File: src/rtl/controle_multiplicador_pkg.sv
// Shared definitions for the ULA multiplier control stage: FSM state
// encodings, default operand width and counter widths.
package controle_multiplicador_pkg;

    // Default operand width; the product is twice as wide.
    localparam int LARGURA_PADRAO = 4;

    // Width of the completed-operation counter reported to the status path.
    localparam int LARGURA_CONTADOR_OPS = 8;

    // Width of the settle-time down-counter (settle range 0..15).
    localparam int LARGURA_ESPERA = 4;

    // Control states. The ST_ prefix keeps the literals apart from the
    // ESPERA settle-time parameter of the top module.
    typedef enum logic [1:0] {
        ST_OCIOSO  = 2'd0,
        ST_ESPERA  = 2'd1,
        ST_ENTREGA = 2'd2
    } estado_t;

endpackage : controle_multiplicador_pkg

File: src/rtl/contador_espera.sv
// Loadable down-counter that times the multiplier settle interval.
// A load wins over a decrement, the count saturates at zero and the zero
// flag is combinational from the count.
module contador_espera
    import controle_multiplicador_pkg::*;
(
    input  logic                      clk,
    input  logic                      rst_n,
    input  logic                      carregar,
    input  logic [LARGURA_ESPERA-1:0] valor,
    input  logic                      decrementar,
    output logic                      zero
);

    logic [LARGURA_ESPERA-1:0] contagem;

    // Count register: load on operand acceptance, otherwise count down to zero.
    // NOTE: clocked state uses non-blocking (<=) so every register samples
    // pre-edge values; blocking here would create order-dependent races.
    always_ff @(posedge clk or negedge rst_n) begin
        if (!rst_n) begin
            contagem <= '0;
        end else if (carregar) begin
            contagem <= valor;
        end else if (decrementar && (contagem != '0)) begin
            contagem <= contagem - 1'b1;
        end
    end

    assign zero = (contagem == '0);

endmodule : contador_espera

File: src/rtl/controle_multiplicador.sv
// Sequencing/registering stage around the external combinational array
// multiplier of the 8-bit ULA. Operands arrive over a valid/ready handshake,
// are held on mult_a/mult_b, the product is captured after ESPERA settle
// cycles and offered over a second valid/ready handshake. A wrap-around
// counter tracks delivered operations.
// Optional build macro: ATALHO_ZERO_EN -- a pair with a zero operand skips
// the settle wait and delivers a zero product at the acceptance edge.
module controle_multiplicador
    import controle_multiplicador_pkg::*;
#(
    parameter int LARGURA = LARGURA_PADRAO,
    parameter int ESPERA  = 1
) (
    input  logic                            clk,
    input  logic                            rst_n,
    input  logic                            in_valido,
    output logic                            in_pronto,
    input  logic [LARGURA-1:0]              in_a,
    input  logic [LARGURA-1:0]              in_b,
    output logic [LARGURA-1:0]              mult_a,
    output logic [LARGURA-1:0]              mult_b,
    input  logic [2*LARGURA-1:0]            mult_s,
    output logic                            out_valido,
    input  logic                            out_pronto,
    output logic [2*LARGURA-1:0]            out_produto,
    output logic                            ocupado,
    output logic [LARGURA_CONTADOR_OPS-1:0] contador_ops
);

    localparam logic [LARGURA_ESPERA-1:0] ESPERA_CARGA = LARGURA_ESPERA'(ESPERA);

    estado_t estado, estado_prox;

    logic aceita;   // operand pair taken this edge
    logic captura;  // settled product captured this edge
    logic entrega;  // product handed to the consumer this edge
    logic atalho;   // zero-operand shortcut taken this edge
    logic espera_zero;

    // Settle-time counter, loaded with ESPERA whenever a pair is accepted.
    contador_espera u_contador_espera (
        .clk         (clk),
        .rst_n       (rst_n),
        .carregar    (aceita),
        .valor       (ESPERA_CARGA),
        .decrementar (estado == ST_ESPERA),
        .zero        (espera_zero)
    );

    // State register.
    always_ff @(posedge clk or negedge rst_n) begin
        if (!rst_n) begin
            estado <= ST_OCIOSO;
        end else begin
            estado <= estado_prox;
        end
    end

    // Next-state and datapath strobes.
    // NOTE: every signal gets a default before the case so no path leaves
    // it unassigned, which would otherwise infer a latch.
    always_comb begin
        estado_prox = estado;
        aceita      = 1'b0;
        captura     = 1'b0;
        entrega     = 1'b0;
        atalho      = 1'b0;
        case (estado)
            ST_OCIOSO: begin
                if (in_valido) begin
                    aceita = 1'b1;
`ifdef ATALHO_ZERO_EN
                    if ((in_a == '0) || (in_b == '0)) begin
                        atalho      = 1'b1;
                        estado_prox = ST_ENTREGA;
                    end else begin
                        estado_prox = ST_ESPERA;
                    end
`else
                    estado_prox = ST_ESPERA;
`endif
                end
            end
            ST_ESPERA: begin
                if (espera_zero) begin
                    captura     = 1'b1;
                    estado_prox = ST_ENTREGA;
                end
            end
            ST_ENTREGA: begin
                if (out_pronto) begin
                    entrega     = 1'b1;
                    estado_prox = ST_OCIOSO;
                end
            end
            default: begin
                estado_prox = ST_OCIOSO;
            end
        endcase
    end

    // Upstream may only hand over operands while idle; there is no overlap.
    assign in_pronto = (estado == ST_OCIOSO);
    assign ocupado   = (estado != ST_OCIOSO);

    // Operand, product, valid and operation-count registers.
    // NOTE: these are plain control/data flops, so all of them take the
    // async reset; a pending product must not survive a reset.
    always_ff @(posedge clk or negedge rst_n) begin
        if (!rst_n) begin
            mult_a       <= '0;
            mult_b       <= '0;
            out_produto  <= '0;
            out_valido   <= 1'b0;
            contador_ops <= '0;
        end else begin
            // Operands stay on the multiplier after delivery.
            if (aceita) begin
                mult_a <= in_a;
                mult_b <= in_b;
            end
            if (captura) begin
                out_produto <= mult_s;
                out_valido  <= 1'b1;
            end
            if (atalho) begin
                out_produto <= '0;
                out_valido  <= 1'b1;
            end
            if (entrega) begin
                out_valido   <= 1'b0;
                contador_ops <= contador_ops + 1'b1;
            end
        end
    end

endmodule : controle_multiplicador

File: config.mk
export PLATFORM = sky130hd
export DESIGN_NAME = controle_multiplicador
export DESIGN_NICKNAME = d
export VERILOG_FILES = /design/src/rtl/controle_multiplicador_pkg.sv /design/src/rtl/contador_espera.sv /design/src/rtl/controle_multiplicador.sv
export SDC_FILE = /design/constraint.sdc
export NUM_CORES = 1
export LEC_CHECK = 0
export ABC_AREA = 1
export BUFFER_PORTS_ARGS = -buffer_cell sky130_fd_sc_hd__clkbuf_2
export CORE_ASPECT_RATIO = 1.25
export CORE_MARGIN = 2
export CORE_UTILIZATION = 50
export DETAILED_ROUTE_END_ITERATION = 8
export HOLD_SLACK_MARGIN = 0.12
export PLACE_DENSITY = 0.84
export SYNTH_ARGS = -nofsm -noshare
export SYNTH_HDL_FRONTEND = slang
export SYNTH_SLANG_ARGS = --single-unit
File: constraint.sdc
create_clock -name clk -period 2.9 [get_ports clk]
set_input_delay 0.435 -clock clk [delete_from_list [all_inputs] [get_ports clk]]
set_output_delay 0.435 -clock clk [all_outputs]
set_load 0.05 [all_outputs]
== Word level (Yosys, flattened, before mapping) ==
Index checks and enable logic that the tools add are counted.
W data, S select, Z words.
Storage, ports and cells
  word-level logic and storage cells: 36
  register bits: 31
  output and inout bits: 27
  input port bits: 20
Cells by class
  muxes and demuxes: 14
  add/subtract/negate cells: 2
  eq/ne operators: 5
  reduce and logical (&&, ||, !) cells: 8
Operator list (count)
  $add A8 B1 Y8 const B: 1
  $mux W1: 8
  $mux W4: 2
  $mux W2: 3
  $ne A2 B2 Y1 const B: 3
  $pmux W2 S3: 1
  $reduce_bool A2 Y1: 3
  $logic_not A4 Y1: 1
  $reduce_bool A4 Y1: 1
  $sub A4 B1 Y4 const B: 1
  $reduce_and A3 Y1: 1
  $eq A2 B1 Y1 const B: 1
  $eq A2 B2 Y1 const B: 1
  $logic_not A2 Y1: 1
  $logic_and A1 B1 Y1: 1

== Logic depth before layout (Yosys ltp) ==
  depth in word-level cells: 5
  gate-level depth with buffers: 8
  mapped depth without buffers: 8

== Hierarchy ==
Synthesis repeated with hierarchy kept, for this count alone.
Second synthesis, totals
  cell total of the unflattened synthesis: 171
  area, all modules: 1412.6 um^2
By module, submodules not included
  controle_multiplicador: times used 1, cells an instance 125, area each 1117.3 um^2, sequential area each 675.6 um^2
  contador_espera: times used 1, cells an instance 46, area each 295.3 um^2, sequential area each 100.1 um^2

== Worst setup path after synthesis ==
Ideal clock, no wire load.
  path kind: reg-to-output
  start point: reg estado[1]
  end point: out ocupado
  arrival: 1.152 ns
  setup slack: 1.313 ns
  data required time: 2.465 ns
  stages on the path, launching flop included: 4
  path buffers: 1
  cells stage by stage: dfrtp_1 -> nor2_1 -> buf_2 -> inv_1
Between the ends
  cells in the longest elaborated chain, start to end: 1
Ends and longest elaborated chain
  from (decl): line controle_multiplicador.sv:32  | estado_t estado, estado_prox;
  from (signal assigned): line controle_multiplicador.sv:55  | estado <= estado_prox;
  $reduce_bool A2 Y1: line controle_multiplicador.sv:104  | assign ocupado = (estado != ST_OCIOSO);
  to (decl): line controle_multiplicador.sv:26  | output logic ocupado,
Every way passes these cells.

== Final worst setup path ==
  start point: reg estado[1]
  end point: out in_pronto
Between the ends
  cells in the longest elaborated chain, start to end: 1
Ends and longest elaborated chain
  $logic_not A2 Y1: line controle_multiplicador.sv:103  | assign in_pronto = (estado == ST_OCIOSO);
  to (decl): line controle_multiplicador.sv:17  | output logic in_pronto,
Every way passes these cells.

==> flow_summary.json <==
{
  "status": "complete, no violations",
  "synth_compound_area_frac": 0.01408,
  "drive_gt1_frac": 0.2930,
  "post-route-period-util": 0.7117,
  "postCtsSetupRepairBufs": 0,
  "fin_area_um2": 1718,
  "num_rows": 21,
  "coreArea_um2": 2706,
  "die_h_um": 63.61,
  "die_area_um2": 3288,
  "antenna_found_initial": 0,
  "cp-start-kind": "flop",
  "ys.warnings.count": 0,
  "crit_arrival_ns": 1.63,
  "clkTransAtPathRegs_ns": 0.09,
  "hold_viol_final": 0,
  "viasPerCell": 4.871,
  "ys_ff_latch": 31,
  "synth_top_family_by_area": "simple AND/OR/NAND/NOR gates",
  "cts.repair.resized": 0,
  "final_cell_mix": "68 x nand2_1, 46 x clkbuf_2, 31 x dfrtp_1, 22 x nand3_1, 12 x inv_1",
  "htree_levels": 2,
  "yosys.area_share.adder": 0.02641,
  "cp_max_fo": 11,
  "syn-cell-area_um2": 1421,
  "post_dp_cell_area_um2": 1668,
  "cts_sinks": 31,
  "ioPinCount": 47,
  "p_per_area_nw_per_um2": 1293,
  "drv_cap": 0,
  "grt_max_degree": 32,
  "netlist_instances": 165,
  "worst_pin_slew_ns": 0.7305,
  "post-dp-hpwl_um": 1977,
  "r2r_slack_ns": 1.05,
  "final.setup.tns_ns": 0,
  "slowest_delay_ns": 0.50,
  "routed-via-count": 1213,
  "drt_iter0_drc": 21,
  "rsz0062_at_grt": "no",
  "gr-total-overflow": 0,
  "synth-seq-area-share": 0.5458,
  "fin_nets": 237,
  "cp_cell_sequence": "nor2_1 -> clkbuf_2",
  "drv_slew": 0,
  "grt_pass1_vias": 1062,
  "required_ns": 2.47,
  "drt_wl_total_um": 2642,
  "fillers": 236,
  "root_buffer": "clkbuf_4",
  "syn_nets": 188,
  "clk_latency_ns": 0.33,
  "path_class": "reg -> out",
  "final_common_cell": "nand2_1",
  "synthSimpleGateAreaFrac": 0.3231,
  "maxSlewHeadroom": 0.5130,
  "clock.fmax_ghz": 0.4845,
  "cts_buffer_depth": 2,
  "cts-hold-fix-buffers": 0,
  "drc": 0,
  "synth-xor-area-share": 0.03081,
  "p_leak_nw": 0.9922,
  "drtAntennaViolNets": 0,
  "grt.total_usage": 0.1918,
  "dr.pass1.iters": 4,
  "slowest_stage": "nor2_1",
  "port_buffers": 46,
  "fin_crit_ns": 2.064,
  "gp_congestion": 0.7546,
  "yosysUniqueCellTypes": 21,
  "grt_pass1_wl_um": 4602,
  "antennaDiodeCount": 0,
  "numCtsBuffers": 5,
  "die_x_um": 51.69,
  "syn2layout_area_growth_pct": 20.86,
  "start_util": 0.5252,
  "fin_worst_skew_ns": 0.006630,
  "end_kind": "output pin",
  "ir_worst_vdd_mv": 0.8059,
  "synth_mux_area_frac": 0,
  "avgRoutedWirePerCell_um": 10.61,
  "cts_tree": "done",
  "finalSetupViolCount": 0,
  "avgSynthCellArea_um2": 8.614,
  "hp-class": "in -> async"
}
## final timing paths
kind / startpoint / cells after the start / to
hold / removal: rst_n / 1 / mult_a[0]$_DFFE_PN0P_
min in group clk: out_pronto / 2 / estado[1]$_DFFE_PN0P_
max in group asynchronous: rst_n / 1 / u_contador_espera.contagem[3]$_DFFE_PN0P_
setup reg to reg: estado[1]$_DFFE_PN0P_ / 6 / u_contador_espera.contagem[3]$_DFFE_PN0P_
setup / recovery: estado[1]$_DFFE_PN0P_ / 2 / in_pronto
hold reg to reg: out_produto[1]$_DFFE_PN0P_ / 2 / out_produto[1]$_DFFE_PN0P_
## synthesized netlist by cell type (all sizes together)
master  count  area share
o22ai       1      0.0088
buf         4       0.018
o31ai       1      0.0053
inv        15       0.041
nor2        8       0.028
nand3      23       0.085
dfrtp      31        0.55
xor2        4       0.025
xnor2       1      0.0062
ha          3       0.026
nand2      72        0.20
nand4       1      0.0044
nand3b      1      0.0053
## cells by family after synthesis
logic type / count (synthesis)
adder cells (fa/ha/maj): 3
flip-flops: 31
AO/OA/AOI/OAI: 2
AND/OR/NAND/NOR: 105
XOR/XNOR: 5
buffers and inverters: 19
## cell type report
class	instances	area [µm²]	share of cell area
Clock inverter	1	5.005	0.002913
Tap cell	34	42.54	0.02476
Inverter	15	58.81	0.03423
Sequential cell	31	775.7	0.4516
Timing Repair Buffer	46	230.2	0.1340
Clock buffer	7	45.04	0.02622
Multi-Input combinational cell	115	560.5	0.3263
## power by group
group	switching [mW]	total, mW	internal, mW	leakage [nW]
Clock	0.138	0.233	0.0943	0.0293
Sequential	0.123	0.737	0.614	0.389
Combinational	0.963	1.25	0.289	0.574
## critical path: cells and delay by family, from the launching register on
| kind | cells | cell delay (ns) |
|---|---|---|
| buf+inv | 1 | 0.39 |
| flops | 1 | 0.42 |
| simple gates | 1 | 0.50 |
## sequential cells by signal, indices dropped and copies added (netlist names)
name and count:
mult_b 4, u_contador_espera.contagem 4, contador_ops 8, estado 2, out_produto 8, mult_a 4
out_valido 1
## stage by stage
| step | utilization | cells | worst slack [ns] | power [mW] | hold WS, ns |
|---|---|---|---|---|---|
| 6_report | 0.6348 | 249 | 0.8361 | 2.221 | 0.1526 |
| 5_1_grt | 0.6348 | 249 | 0.6868 | 2.391 | 0.1996 |
| 4_1_cts | 0.6348 | 249 | 0.8223 | 2.244 | 0.1735 |
| 3_5_place_dp | 0.6163 | 241 | 1.074 | 2.008 | 0.4615 |
| 3_3_place_gp | 0.6163 | 241 | 1.131 | 1.984 | 0.4556 |
| 2_1_floorplan | - | 165 | 1.313 | 1.748 | 0.1394 |
## routing by layer
layer	global-route usage	share of wire
met5	0	0
met2	0.2965	0.48
met1	0.2279	0.43
met4	0.09868	0.023
met3	0.07346	0.064
No activity file was read; power rests on OpenSTA's default activity.
